**src/rtl/classify_ctrl.sv**
```systemverilog
// classify_ctrl: sequencing controller for the k-means classification datapath.
// Loads initial centroids, streams points into pipe1, drives centroid update
// writes, then iterates until the convergence checker or the iteration limit
// ends the run.
module classify_ctrl #(
    parameter int unsigned addrWidth    = 8,
    parameter int unsigned centroid_num = 8,
    parameter int unsigned iter_width   = 8
) (
    input  logic                            clk,
    input  logic                            rst_n,
    input  logic                            start,
    input  logic [3:0]                      k_num,
    input  logic [addrWidth-1:0]            last_addr,
    input  logic [iter_width-1:0]           max_iter,
    input  logic                            core_cent_valid,
    input  logic                            new_cent_valid,
    input  logic                            conv_valid,
    input  logic                            converged,
    output logic                            ram_rd_en,
    output logic [addrWidth-1:0]            ram_addr,
    output logic                            input_reg_en,
    output logic                            first_iteration,
    output logic [centroid_num-1:0]         centroid_en,
    output logic [$clog2(centroid_num)-1:0] cent_cnt,
    output logic                            accum_clr,
    output logic                            accum_en,
    output logic                            busy,
    output logic                            done,
    output logic [iter_width-1:0]           iter_cnt
);

    localparam int unsigned CntW = $clog2(centroid_num);

    typedef enum logic [2:0] {
        StIdle, StLoad, StClear, StRead, StDrain, StUpdate, StCheck, StDone
    } state_e;

    state_e                state_q, state_d;
    logic [3:0]            k_lat_q, k_lat_d;
    logic [addrWidth-1:0]  last_q, last_d;
    logic [addrWidth-1:0]  pt_idx_q, pt_idx_d;
    logic [iter_width-1:0] max_q, max_d;
    logic [iter_width-1:0] iter_q, iter_d;
    logic [CntW-1:0]       k_idx_q, k_idx_d;
    logic                  drain_q, drain_d;
    logic                  ire_q;
    logic                  accum_en_q;
    logic                  k_last;
    logic                  iter_last;
    logic [3:0]            k_clip;
    logic [iter_width-1:0] max_clip;

    // k_idx is pointing at the last active centroid
    assign k_last    = (32'(k_idx_q) + 32'd1 == 32'(k_lat_q));
    // the pass now being checked is the final one allowed
    assign iter_last = (32'(iter_q) + 32'd1 >= 32'(max_q));

    // Clip the run parameters sampled at start.
    always_comb begin
        k_clip = k_num;
        if (k_num == 4'd0) begin
            k_clip = 4'd1;
        end else if (32'(k_num) > centroid_num) begin
            k_clip = 4'(centroid_num);
        end
        max_clip = (max_iter == '0) ? iter_width'(1) : max_iter;
    end

    // Next-state logic for the sequencing FSM and its counters.
    always_comb begin
        state_d  = state_q;
        k_lat_d  = k_lat_q;
        last_d   = last_q;
        max_d    = max_q;
        iter_d   = iter_q;
        k_idx_d  = k_idx_q;
        pt_idx_d = pt_idx_q;
        drain_d  = drain_q;
        unique case (state_q)
            StIdle: begin
                if (start) begin
                    k_lat_d = k_clip;
                    last_d  = last_addr;
                    max_d   = max_clip;
                    iter_d  = '0;
                    k_idx_d = '0;
                    state_d = StLoad;
                end
            end
            StLoad: begin
                if (core_cent_valid) begin
                    k_idx_d = k_idx_q + 1'b1;
                    if (k_last) begin
                        k_idx_d = '0;
                        state_d = StClear;
                    end
                end
            end
            StClear: begin
                pt_idx_d = '0;
                state_d  = StRead;
            end
            StRead: begin
                pt_idx_d = pt_idx_q + 1'b1;
                if (pt_idx_q == last_q) begin
                    drain_d = 1'b0;
                    state_d = StDrain;
                end
            end
            StDrain: begin
                drain_d = 1'b1;
                if (drain_q) begin
                    k_idx_d = '0;
                    state_d = StUpdate;
                end
            end
            StUpdate: begin
                if (new_cent_valid) begin
                    k_idx_d = k_idx_q + 1'b1;
                    if (k_last) begin
                        k_idx_d = '0;
                        state_d = StCheck;
                    end
                end
            end
            StCheck: begin
                if (conv_valid) begin
                    if (iter_q < max_q) begin
                        iter_d = iter_q + 1'b1;
                    end
                    state_d = (converged || iter_last) ? StDone : StClear;
                end
            end
            StDone: begin
                state_d = StIdle;
            end
            default: begin
                state_d = StIdle;
            end
        endcase
    end

    // Outputs decoded from state; centroid enables follow their valids directly.
    always_comb begin
        ram_rd_en       = (state_q == StRead);
        ram_addr        = ram_rd_en ? pt_idx_q : '0;
        first_iteration = (state_q == StLoad);
        accum_clr       = (state_q == StClear);
        busy            = (state_q != StIdle);
        done            = (state_q == StDone);
        cent_cnt        = (state_q == StUpdate) ? k_idx_q : '0;
        centroid_en     = '0;
        if ((state_q == StLoad && core_cent_valid) || (state_q == StUpdate && new_cent_valid)) begin
            centroid_en[k_idx_q] = 1'b1;
        end
    end

    assign input_reg_en = ire_q;
    assign accum_en     = accum_en_q;
    assign iter_cnt     = iter_q;

    // State register plus the RAM-latency pipeline of read strobes.
    always_ff @(posedge clk or negedge rst_n) begin
        if (!rst_n) begin
            state_q    <= StIdle;
            k_lat_q    <= '0;
            last_q     <= '0;
            pt_idx_q   <= '0;
            max_q      <= '0;
            iter_q     <= '0;
            k_idx_q    <= '0;
            drain_q    <= 1'b0;
            ire_q      <= 1'b0;
            accum_en_q <= 1'b0;
        end else begin
            state_q    <= state_d;
            k_lat_q    <= k_lat_d;
            last_q     <= last_d;
            pt_idx_q   <= pt_idx_d;
            max_q      <= max_d;
            iter_q     <= iter_d;
            k_idx_q    <= k_idx_d;
            drain_q    <= drain_d;
            ire_q      <= ram_rd_en;
            accum_en_q <= ire_q;
        end
    end

endmodule

```
**config.mk**
```make
export PLATFORM = sky130hd
export DESIGN_NAME = classify_ctrl
export DESIGN_NICKNAME = d
export VERILOG_FILES = /design/src/rtl/classify_ctrl.sv
export SDC_FILE = /design/constraint.sdc
export NUM_CORES = 1
export LEC_CHECK = 0
export BUFFER_PORTS_ARGS = -buffer_cell sky130_fd_sc_hd__buf_2
export CELL_PAD_IN_SITES_DETAIL_PLACEMENT = 0
export CELL_PAD_IN_SITES_GLOBAL_PLACEMENT = 1
export CORE_UTILIZATION = 37
export CTS_CLUSTER_SIZE = 14
export DETAILED_ROUTE_END_ITERATION = 7
export GPL_ROUTABILITY_DRIVEN = 0
export MAX_ROUTING_LAYER = met4
export PLACE_DENSITY = 0.71
export SLEW_MARGIN = 20
export SYNTH_ARGS = -nofsm -noshare
export SYNTH_HDL_FRONTEND = slang
export SYNTH_SLANG_ARGS = --single-unit
```
**constraint.sdc**
```tcl
create_clock -name clk -period 2.8 [get_ports clk]
set_input_delay 0.28 -clock clk [delete_from_list [all_inputs] [get_ports clk]]
set_output_delay 0.28 -clock clk [all_outputs]
set_load 0.01 [all_outputs]
```
==> impl.org, run 1 <==
** Power
- The internal power of the cells totals 0.00181 W.
- In this run the power density over the cells is 948 nW/um^2.
- Of the total power, the share spent switching nets is 0.432.
- Part of the power in registers :: 0.378
- Max IR drop VDD :: 0.246 mV
- Switching power :: 0.00138 W
- Clk pwr share :: 0.163
- For this design the static power due to leakage is 1.75 nW.
- Logic pwr share :: 0.459

** Placed design
- Detailed placement ended at an HPWL of 5.05 mm.
- During placement, the flow inserted port buffers numbering 60.
- Number of placed cells counting well taps :: 484
- Setup slack after placement :: approximately 250 ps

** Yosys
- In this run, distinct cell masters in the synthesized netlist total 46.
- Total of flip-flops plus latches after synthesis :: 45
- After synthesis, the share of flip-flops with an asynchronous set or reset is 1.00.
- Top_reg_cell synth :: sky130_fd_sc_hd__dfrtp_1
- Yosys printed 0 warnings.
- Per-instance average area after synthesis :: 8.53 sq um
- Synthesized instance count :: 334
- The share of the Yosys chip area taken by registers is 0.395.
- Mapped Area :: 2850 sq um
- The number of nets handed over by synthesis was 380.
- Count of flip-flops with a built-in enable after synthesis :: 0

** Cells and area
- Count of non-filler cells in the finished layout :: 492
- Counting the fill cells in the layout gives 722.
- Antenna Diode Count :: 0
- The area growth from synthesis to layout is 18.3%.
- Nets :: ~440
- In the final layout, the share of cells above drive strength 1 is 0.211.

** Run status
- The run finished, with violations left.
- Violated checks :: hold timing

** STA
- Setup total negative slack on the finished layout was measured at 0 ps.
- Slew headroom :: 0.597
- Subtracting the final worst setup slack from the clock period gives between 2000 and 3000 ps.
- Setup repair after global routing left no endpoint under its margin.
- The final number of hold-violating endpoints came to 45.
- Setup violations remaining at the end of the flow were counted as 0.
- Post-layout worst setup margin :: around 230 ps
- The number of max-slew violations in the final report was 0.
- Slew at the pin with the worst max-slew slack :: 599 ps
- In the finished design, the share of the clock period the worst path needs comes to 0.919.
- Post-route worst hold slack :: -43.4 ps
- Maximum frequency from static timing analysis :: 389 MHz
- For the final database, setup skew stands at 8.43 ps.

** Worst setup path
- Worst Setup Start Kind :: flop
- Top cell family by delay on the critical path :: simple AND/OR/NAND/NOR gates
- Counting stages on the worst path, the most repeated cell is sky130_fd_sc_hd__ha_1.
- Along the worst path, the maximum fanout reaches 6.
- Worst path slowest cell :: sky130_fd_sc_hd__dfrtp_1
- Critical Path AT :: 2790 ps
- STA puts the critical path data required time at 3020 ps.
- The critical path contains buffers and inverters numbering 0 combined.
- Cell Chain, Critical Path :: ha_1, nand3_1, or2_2, xnor2_1, ha_1, o211ai_1, nor3b_1, a211oi_2, a211o_1, o221ai_1
- Worst setup EP type :: flop
- The setup path with the least slack is of type flop to flop.
- Slowest stage delay, CP :: 460 ps

** Floorplan
- The core region is 7330 sq um.
- Die Footprint :: 8050 sq um
- Placement row count :: 31
- Die X-Extent :: roughly 90 um
- Die span in y :: 89.7 um
- For this design the top-level I/O count stands at 61.
- Initial cell density of the core :: 0.388

** Routing
- The first routing iteration left 118 violations.
- Vias :: 2,453
- DRC :: 0
- The first detailed-routing pass ran for 4 iterations.
- The count of nets left with antenna violations once routing finished came out at 0.
- Routed length per placed instance :: 13.5 um
- Via density per instance :: 4.99
- Wirelength, routed :: 6.62 mm

** Clock tree
- After clock tree synthesis, the setup repair step added 0 buffers.
- In this run, post-CTS repair resized a total of 0 instances.
- Clock tree from TritonCTS :: built
- H-tree lvl count :: 2
- Counting the buffers created by CTS gives 5.
- Clock latency on the worst-skew pair, taken at its later pin, is 300 ps.
- The number of hold buffers added after CTS was 0.
- CTS placed an instance of sky130_fd_sc_hd__clkbuf_8 at the clock tree root.
- Clock sink total :: 45
- After clock tree synthesis, the clock-pin slew on the worst setup and hold paths is 90 ps.
- No sink is reached through more buffers than the 2 on the longest clock path.

** Global route
- Maximum number of pins on one net before global-route repair :: 46
- Sum of overflow across all layers after global routing :: 0
- For this run, the total global-route usage over all layers was measured as 0.183.
- Initial antenna violation count :: 0
- Global-route wire length before repair :: ~11 mm
- The via count of the first global-routing pass was between 2,000 and 2,500.

** Min path
- The worst hold path belongs to the class primary input to asynchronous set/reset pin.

** Job
- Max_cap viols :: 0
-- cells in the mapped netlist (2+ instances only) --
| cell type | n | area share |
|---|---|---|
| sky130_fd_sc_hd__a211o_1 | 4 | 0.012 |
| sky130_fd_sc_hd__a211oi_1 | 2 | 0.0053 |
| sky130_fd_sc_hd__a21bo_2 | 2 | 0.0070 |
| sky130_fd_sc_hd__a21oi_1 | 9 | 0.016 |
| sky130_fd_sc_hd__and2_1 | 2 | 0.0044 |
| sky130_fd_sc_hd__and3_1 | 14 | 0.031 |
| sky130_fd_sc_hd__clkbuf_1 | 11 | 0.014 |
| sky130_fd_sc_hd__dfrtp_1 | 45 | 0.40 |
| sky130_fd_sc_hd__ha_1 | 19 | 0.083 |
| sky130_fd_sc_hd__inv_1 | 21 | 0.028 |
| sky130_fd_sc_hd__mux2i_1 | 10 | 0.035 |
| sky130_fd_sc_hd__nand2_1 | 68 | 0.090 |
| sky130_fd_sc_hd__nand2b_1 | 3 | 0.0066 |
| sky130_fd_sc_hd__nand3_1 | 6 | 0.011 |
| sky130_fd_sc_hd__nand3b_1 | 3 | 0.0079 |
| sky130_fd_sc_hd__nor2_1 | 24 | 0.032 |
| sky130_fd_sc_hd__nor2b_1 | 3 | 0.0066 |
| sky130_fd_sc_hd__nor3_1 | 15 | 0.026 |
| sky130_fd_sc_hd__nor4_1 | 4 | 0.0088 |
| sky130_fd_sc_hd__o211ai_1 | 2 | 0.0053 |
| sky130_fd_sc_hd__o21ai_0 | 25 | 0.044 |
| sky130_fd_sc_hd__or2_2 | 3 | 0.0066 |
| sky130_fd_sc_hd__xnor2_1 | 7 | 0.022 |
| sky130_fd_sc_hd__xor2_1 | 10 | 0.031 |
-- path summary, 6_finish.rpt --
path,from,endpoint,slack (ps),cells past startpoint
max in group asynchronous,rst_n,iter_cnt[2],2440,1
setup reg to reg,iter_cnt[0],state_q[2],230,10
setup / recovery,iter_cnt[0],state_q[2],230,10
min in group clk,last_addr[6],last_q[6],170,3
hold reg to reg,input_reg_en,accum_en,370,0
hold / removal,rst_n,iter_cnt[7],-40,1
-- layout make-up --
class	instances	area, sq um	area share
tap	99	124	0.0368
inverter	21	78.8	0.0234
clock buffer	6	82.6	0.0245
clock inverter	2	37.5	0.0111
sequential	45	1130	0.334
timing repair buffer	63	325	0.0965
multi-input combinational	256	1600	0.473
-- cell families after synthesis --
group                    count (synthesis)  share of synthesized area
flip-flops                              45                      0.395
buffers and inverters                   33                     0.0461
adder cells (fa/ha/maj)                 19                     0.0835
AND/OR/NAND/NOR                        152                      0.249
AO/OA/AOI/OAI                           57                      0.130
multiplexers                            11                     0.0431
XOR/XNOR                                17                     0.0523
-- metrics by stage --
step                 util  total power, W  cell area, sq um
detailed placement  0.442         0.00268              3240
finish              0.460         0.00319              3370
floorplan               -         0.00221              2850
CTS                 0.459         0.00321              3360
global placement    0.442         0.00268              3240
global route        0.460         0.00353              3370
-- layer usage --
metal	vias up	part of all wire	track usage
met1	1127	0.55	0.273
li1	1263	-	-
met5	-	0	-
met3	4	0.045	0.0381
met2	59	0.40	0.243
met4	0	0.011	0.0587
-- registers in the layout, indices dropped and copies added, names as in the netlist --
signal / cells
state_q: 3
pt_idx_q: 8
last_q: 8
drain_q: 1
k_lat_q: 4
max_q: 8
accum_en: 1
k_idx_q: 3
input_reg_en: 1
iter_cnt: 8
-- power by group through the flow --
| stage | Clock, W | Sequential, W | Combinational (W) |
|---|---|---|---|
| 2_1_floorplan | 0 | 0.00111 | 0.00110 |
| 3_3_place_gp | 0 | 0.00122 | 0.00146 |
| 3_5_place_dp | 0 | 0.00123 | 0.00146 |
| 4_1_cts | 0.000535 | 0.00121 | 0.00147 |
| 5_1_grt | 0.000566 | 0.00126 | 0.00170 |
| 6_report | 0.000520 | 0.00121 | 0.00147 |
-- cells in the final DEF (no fill, tap or decap), types with 4 or more instances in the layout --
master	Yosys	layout
sky130_fd_sc_hd__o21ai_0	25	25
sky130_fd_sc_hd__buf_2	0	59
sky130_fd_sc_hd__inv_1	21	21
sky130_fd_sc_hd__and3_1	14	14
sky130_fd_sc_hd__xnor2_1	7	7
sky130_fd_sc_hd__mux2i_1	10	10
sky130_fd_sc_hd__nand3_1	6	6
sky130_fd_sc_hd__ha_1	19	19
sky130_fd_sc_hd__nor2_1	24	24
sky130_fd_sc_hd__nand2_1	68	68
sky130_fd_sc_hd__xor2_1	10	10
sky130_fd_sc_hd__clkbuf_8	0	6
sky130_fd_sc_hd__nor3_1	15	15
sky130_fd_sc_hd__dfrtp_1	45	45
sky130_fd_sc_hd__a21oi_1	9	9
sky130_fd_sc_hd__buf_4	0	4
sky130_fd_sc_hd__nor4_1	4	4
sky130_fd_sc_hd__a211o_1	4	4
No activity file was read; power rests on OpenSTA's default activity.
==> run 2: changes to the inputs <==
--- a/config.mk
+++ b/config.mk
@@ -12,7 +12,6 @@
 export CTS_CLUSTER_SIZE = 14
 export DETAILED_ROUTE_END_ITERATION = 7
 export GPL_ROUTABILITY_DRIVEN = 0
-export MAX_ROUTING_LAYER = met4
 export PLACE_DENSITY = 0.71
 export SLEW_MARGIN = 20
 export SYNTH_ARGS = -nofsm -noshare
==> run 2 against run 1 <==
Against the previous run: die area is the same; count of clock-buffer cells in the layout is the same; routed wire length grew 0.24%; via count grew 0.20%; non-clock buffer count is the same; cell count is the same; flip-flop and latch count is the same; design area is the same; fmax is essentially flat; sequential power is essentially flat; the run still ends with hold timing left.
==> impl.org, run 2 (synthesis gave the netlist of run 1 again) <==
** Run status
- Result of the run :: finished with violations
- Violated checks :: hold timing

** Cells and area
- Commonest non-fill, non-tap cells in the layout :: sky130_fd_sc_hd__nand2_1 (68), sky130_fd_sc_hd__buf_2 (59), sky130_fd_sc_hd__dfrtp_1 (45)
- Most common cell after layout, fill and taps aside :: sky130_fd_sc_hd__nand2_1
- The number of antenna diodes came to 0 (unchanged).
- Area of the multi-input gates :: 1600 sq um (unchanged)
- Layout cells sized above 1 :: 0.211 (unchanged)
- Storage element area :: 1130 sq um (unchanged)
- Nets :: 438 (unchanged)
- Area growth from synthesis to final layout :: 18.3% (unchanged)
- Count of non-filler cells in the finished layout :: 492 (unchanged)
- Number of filler cells placed in the layout :: 722 (unchanged)

** Worst setup path
- Origin of the worst setup path :: iter_cnt[0]
- In this run the worst setup path terminates at state_q[2].
- The endpoint identified for the worst register-to-register timing path is state_q[2].
- Critical Path AT :: 2800 ps (about the same)
- Launch point of the worst reg-to-reg path :: iter_cnt[0]
- The depth of the worst register-to-register path is 10 (unchanged).
- Worst Setup Start Kind :: flop
- Worst Path Required :: 3020 ps (about the same)
- Worst setup EP type :: flop
- Register-to-register path setup slack :: 220 ps (about the same)
- Maximum fanout along the worst path :: 6 (unchanged)
- Kind of critical path :: flop to flop

** Routing
- Vias :: 2,458 (+0.20%)
- DRC :: 0 (unchanged)
- The DRC marker count from the first detailed-route iteration came to 115 (-2.5%).
- Routed length per placed instance :: 13.5 um (+0.24%)
- The number of optimization iterations in the first detailed-route pass came to 4 (unchanged).
- Antenna-violating nets left :: 0 (unchanged)
- The via count normalized by instance count was 5.00 (+0.20%).
- The post-detailed-routing wire length came to 6.64 mm (+0.24%).

** Floorplan
- Initial cell density of the core :: 0.388 (unchanged)
- Area of the core region :: 7330 sq um (unchanged)
- The die height was 89.7 um (unchanged).
- The number of top-level design ports came to 61 (unchanged).
- Placement row count :: 31 (unchanged)
- The width of the chip came to 89.7 um (unchanged).
- Die Footprint :: 8050 sq um (unchanged)

** Clock tree
- The number of post-CTS setup repair buffers is 0 (unchanged).
- H-tree lvl count :: 2 (unchanged)
- Number of CTS-inserted buffers :: 5 (unchanged)
- The largest buffer count on any clock path is 2 (unchanged).
- Library cell used as clock root buffer :: sky130_fd_sc_hd__clkbuf_8
- The count of hold-fix buffers inserted at cts came to 0 (unchanged).
- TritonCTS built the clock tree.
- The source-to-sink clock delay at the later pin of the worst-skew pair is 300 ps (about the same).
- The clock input transition at the sequential cells of the worst setup and hold paths was 90 ps (about the same).
- The number of clock sinks was 45 (unchanged).
- PostCTS Resize Cnt :: 0 (unchanged)

** STA
- The transition time of the tightest slew-check pin is 569 ps (-30.4 ps).
- The number of max-slew violations in the final report is 0 (unchanged).
- The setup clock skew after layout came to 8.38 ps (-0.0537 ps).
- The fmax is 388 MHz (about the same).
- Post-route worst hold slack :: -43.4 ps (+0.0156 ps)
- Setup repair after global routing missed its margin :: false
- Slew headroom :: 0.619 (+0.0226)
- The sum of negative setup slack came to 0 ps (unchanged).
- The ratio of final minimum period to clock period came to 0.920 (about the same).
- The total setup violations reported at the end of the flow is 0 (unchanged).
- The final number of hold-violating endpoints is 45 (unchanged).
- The shortest period the worst path allows came to 2580 ps (+1.44 ps).

** Power
- The part of the power in combinational logic was 0.458 (about the same).
- The areal power density over the cells was 948 nW/um^2 (about the same).
- The switching part of the total was 0.432 (about the same).
- The static leakage is 1.75 nW (unchanged).
- The cell-internal power was 0.00181 W (about the same).
- Part of the power in registers :: 0.379 (about the same)
- Clk pwr share :: 0.163 (about the same)
- The peak supply drop is 0.246 mV (about the same).
- Switching power :: 0.00138 W (about the same)

** Placed design
- Input/output buffers :: 60 (unchanged)
- The total placed cells including tap cells was 484 (unchanged).
- Final HPWL DP :: 5.05 mm (unchanged)

** Global route
- Initial antenna violation count :: 0 (unchanged)
- Sum of overflow across all layers after global routing :: 0 (unchanged)
- The via count of the first global-routing pass came to 2,318 (-0.043%).
- Gr usage total :: 0.178 (-0.00519)
- Maximum number of pins on one net before global-route repair :: 46 (unchanged)
- The global-route wire length before repair was 11.5 mm (unchanged).

** Job
- Max_cap viols :: 0 (unchanged)

** Min path
- The tightest min-delay check is of the primary input to asynchronous set/reset pin type.
==> run 2: cell counts in the layout (fill, tap and decap cells not counted) <==
Identical to the previous run, type by type.
==> run 2: how the worst min path moves through the flow <==
stage	depth (start not counted)	startpoint	slack [ps]	to
floorplan	0	rst_n	-20	accum_en
global placement	0	input_reg_en	360	accum_en
detailed placement	0	input_reg_en	360	accum_en
CTS	3	last_addr[1]	160	last_q[1]
global route	1	rst_n	6	iter_cnt[7]
finish	1	rst_n	-40	iter_cnt[7]
==> run 2: power groups by stage <==
stage	combinational [W]	clock, W	sequential [W]
after detailed placement	0.00146	0	0.00123
after global routing	0.00170	0.000566	0.00126
after CTS	0.00147	0.000535	0.00121
after floorplan	0.00110	0	0.00111
final	0.00146	0.000521	0.00121
after global placement	0.00146	0	0.00122
==> run 2: cell type report <==
class | count | area share
clock buffers | 6 | 0.0245
clock inverters | 2 | 0.0111
inverters | 21 | 0.0234
multi-input cells | 256 | 0.473
flip-flops and latches | 45 | 0.334
well taps | 99 | 0.0368
repair buffers | 63 | 0.0965
==> run 2: worst max-delay path: stages (launching register included) <==
cell,delay [ps]
sky130_fd_sc_hd__dfrtp_1,460
sky130_fd_sc_hd__ha_1,220
sky130_fd_sc_hd__nand3_1,150
sky130_fd_sc_hd__or2_2,360
sky130_fd_sc_hd__xnor2_1,140
sky130_fd_sc_hd__ha_1,280
sky130_fd_sc_hd__o211ai_1,110
sky130_fd_sc_hd__nor3b_1,280
sky130_fd_sc_hd__a211oi_2,130
sky130_fd_sc_hd__a211o_1,310
sky130_fd_sc_hd__o221ai_1,60
==> run 2: layer usage <==
metal / global-route usage / part of all wire / up-vias
met5: 0 / 0 / -
met4: 0.0587 / 0.012 / 0
met3: 0.0381 / 0.039 / 4
met2: 0.243 / 0.40 / 56
met1: 0.273 / 0.55 / 1138
li1: - / - / 1260
==> run 2: metrics by stage <==
step	hold WS, ps	setup slack (ps)	instance area [sq um]	power (W)	util
after floorplan	-15.6	447	2850	0.00221	-
after global placement	359	352	3240	0.00268	0.442
after detailed placement	359	254	3240	0.00268	0.442
after CTS	156	235	3360	0.00321	0.459
after global routing	6.48	18.1	3370	0.00353	0.460
final	-43.4	225	3370	0.00319	0.460
==> run 3: changes to the inputs <==
--- a/config.mk
+++ b/config.mk
@@ -12,7 +12,7 @@
 export CTS_CLUSTER_SIZE = 14
 export DETAILED_ROUTE_END_ITERATION = 7
 export GPL_ROUTABILITY_DRIVEN = 0
-export PLACE_DENSITY = 0.71
+export PLACE_DENSITY_LB_ADDON = 0.1
 export SLEW_MARGIN = 20
 export SYNTH_ARGS = -nofsm -noshare
 export SYNTH_HDL_FRONTEND = slang
==> run 3 against run 2 <==
Against the previous run: the flow still finishes with violations (hold timing); combinational power about the same; fmax up 2.2%; critical path depth stayed put; design area is the same; sequential power about the same; total power up 0.59%; worst setup slack better by 55 ps; via count grew 1.0%; largest cell class unchanged; largest power group unchanged.
==> impl.org, run 3 (synthesis gave the netlist of run 1 again) <==
** Run status
- Result of the run :: finished with violations
- Violated checks :: hold timing

** Worst setup path
- Kind of critical path :: flop to flop
- Worst path slowest cell :: sky130_fd_sc_hd__dfrtp_1
- Critical Path AT :: 2750 ps (-50 ps)
- Worst setup EP type :: flop
- The maximum fanout encountered on the critical timing path came to 6 (unchanged).
- STA classifies the critical path startpoint as a flop.
- The most numerous cell type found on the critical path is sky130_fd_sc_hd__ha_1.
- Cell Chain, Critical Path :: ha_1, nand3_1, or2_2, xnor2_1, ha_1, o211ai_1, nor3b_1, a211oi_2, a211o_1, o221ai_1
- Origin of the worst setup path :: iter_cnt[1]
- The number of buffers and inverters on the critical path was 0 (unchanged).
- The kind of cell with the highest combined delay along the critical path is simple AND/OR/NAND/NOR gates.
- Worst Path Required :: 3030 ps (about the same)
- Slowest stage delay, CP :: 440 ps (-20 ps)
- Launch point of the worst reg-to-reg path :: iter_cnt[1]

** Floorplan
- Die Footprint :: 8050 sq um (unchanged)
- Die span in y :: 89.7 um (unchanged)
- The starting density of the core is 0.388 (unchanged).
- Area of the core region :: 7330 sq um (unchanged)
- Placement row count :: 31 (unchanged)
- Die X-Extent :: 89.7 um (unchanged)
- The number of top-level design ports came to 61 (unchanged).

** Clock tree
- TritonCTS built the clock tree.
- The count of instances resized after the clock tree is built is 0 (unchanged).
- Clock sink total :: 45 (unchanged)
- Number of buffers between clock root and the deepest sink :: 2 (unchanged)
- The deepest level of the CTS H-tree is 2 (unchanged).
- Setup repair bufs after CTS :: 0 (unchanged)
- The total CTS buffers was 5 (unchanged).
- Clock-pin slew on the worst setup and hold paths :: 100 ps (about the same)
- The source-to-sink clock delay at the later pin of the worst-skew pair is 310 ps (about the same).
- The count of hold-fix buffers inserted at cts came to 0 (unchanged).
- Library cell used as clock root buffer :: sky130_fd_sc_hd__clkbuf_8

** Cells and area
- The net count of the finished layout was 438 (unchanged).
- Final core utilization :: 0.460 (unchanged)
- The library cells used most frequently in the layout, excluding fill and tap cells, are sky130_fd_sc_hd__nand2_1 (68), sky130_fd_sc_hd__buf_2 (59), sky130_fd_sc_hd__dfrtp_1 (44).
- Most common cell after layout, fill and taps aside :: sky130_fd_sc_hd__nand2_1
- Summed area of non-filler cells in the final layout :: 3370 sq um (unchanged)
- The share of final-layout standard cells stronger than drive strength 1 was 0.214 (+0.00254).
- The area added between synthesis and finish is 18.3% (unchanged).
- Antenna Diode Count :: 0 (unchanged)

** Power
- Ratio of total power to cell area :: 953 nW/um^2 (+0.59%)
- The peak supply drop was 0.436 mV (+77%).
- Leakage :: 1.75 nW (+0.10%)
- Total power :: 0.00321 W (+0.59%)

** STA
- Slew headroom :: 0.530 (-0.0895)
- Final clock period utilization by the worst path :: 0.900 (-0.0197)
- Time the final worst path needs with I/O delays and setup :: 2520 ps (-55.1 ps)
- The worst setup margin is 280 ps (+55.1 ps).
- Setup repair after global routing missed its margin :: false
- The final number of hold-violating endpoints came to 45 (unchanged).
- Max-slew violation count :: 0 (unchanged)
- The fmax came to 397 MHz (+2.2%).
- Final setup fails :: 0 (unchanged)
- The tightest hold margin was -35.3 ps (+8.13 ps).
- The sum of negative setup slack is 0 ps (unchanged).
- Final setup skew :: 4.85 ps (-3.53 ps)
- The transition time of the tightest slew-check pin came to 705 ps (+136 ps).

** Placed design
- The number of buffers added on ports is 60 (unchanged).
- The final HPWL from detailed placement came to 5.26 mm (+4.3%).
- Instance area after placement :: 3240 sq um (unchanged)
- Setup slack after placement :: 257 ps (+2.80 ps)

** Global route
- The final global-route overflow total is 0 (unchanged).
- The pin count of the biggest net entering global routing is 46 (unchanged).
- The number of antenna violations at the first check in global routing is 0 (unchanged).
- Global-route wire length before repair :: 12.0 mm (+4.6%)
- Vias in the first global route :: 2,408 (+3.9%)
- Gr usage total :: 0.188 (+0.00988)

** Routing
- The final antenna-violating net count is 0 (unchanged).
- Wirelength, routed :: 7.13 mm (+7.4%)
- Vias :: 2,483 (+1.0%)
- Via density per instance :: 5.05 (+1.0%)
- The residual DRC count is 0 (unchanged).
- The number of optimization iterations in the first detailed-route pass is 4 (unchanged).
- Routed length per placed instance :: 14.5 um (+7.4%)
- Starting DRT DRC Count :: 87 (-24%)

** Min path
- The path class of the tightest hold or removal check is primary input to asynchronous set/reset pin.

** Job
- The total of max-cap violations was 0 (unchanged).
run 3: layout make-up:
| type | count | area [sq um] |
|---|---|---|
| Sequential cell | 45 | 1130 |
| Fill cell | 752 | 3960 |
| Clock inverter | 3 | 50.0 |
| Inverter | 21 | 78.8 |
| Multi-Input combinational cell | 256 | 1600 |
| Tap cell | 99 | 124 |
| Clock buffer | 5 | 68.8 |
| Timing Repair Buffer | 63 | 325 |
run 3: path summary, 6_finish.rpt:
kind / depth (start not counted) / slack (ps) / end
max in group asynchronous: 1 / 2400 / iter_cnt[0]
max reg2reg: 10 / 280 / state_q[2]
min in group clk: 3 / 150 / last_q[3]
min reg2reg: 0 / 380 / accum_en
max: 10 / 280 / state_q[2]
min: 1 / -40 / iter_cnt[3]
run 3: worst reg2reg max path: stages, from the launching register on:
cell and delay, ps:
sky130_fd_sc_hd__dfrtp_1 440, sky130_fd_sc_hd__ha_1 210, sky130_fd_sc_hd__nand3_1 140, sky130_fd_sc_hd__or2_2 360, sky130_fd_sc_hd__xnor2_1 140, sky130_fd_sc_hd__ha_1 280, sky130_fd_sc_hd__o211ai_1 110, sky130_fd_sc_hd__nor3b_1 260
sky130_fd_sc_hd__a211oi_2 120, sky130_fd_sc_hd__a211o_1 310, sky130_fd_sc_hd__o221ai_1 60
run 3: power breakdown:
group | internal [W] | switching (W) | total (W) | leakage (nW)
clock | 0.000274 | 0.000261 | 0.000536 | 0.0603
sequential | 0.000902 | 0.000323 | 0.00123 | 0.573
combinational | 0.000623 | 0.000828 | 0.00145 | 1.11
run 3: stage by stage:
stage	cells	hold slack, ps
final	492	-35.3
after global routing	492	12.1
after CTS	492	147
after detailed placement	484	356
after global placement	484	352
after floorplan	334	-15.6
run 3: per-layer routing:
layer / vias to the layer above / wire length, um / track usage
li1: 1260 / - / -
met1: 1164 / 3610 / 0.257
met2: 49 / 3190 / 0.299
met3: 10 / 197 / 0.0305
met4: 0 / 127 / 0.0683
met5: - / 0 / 0
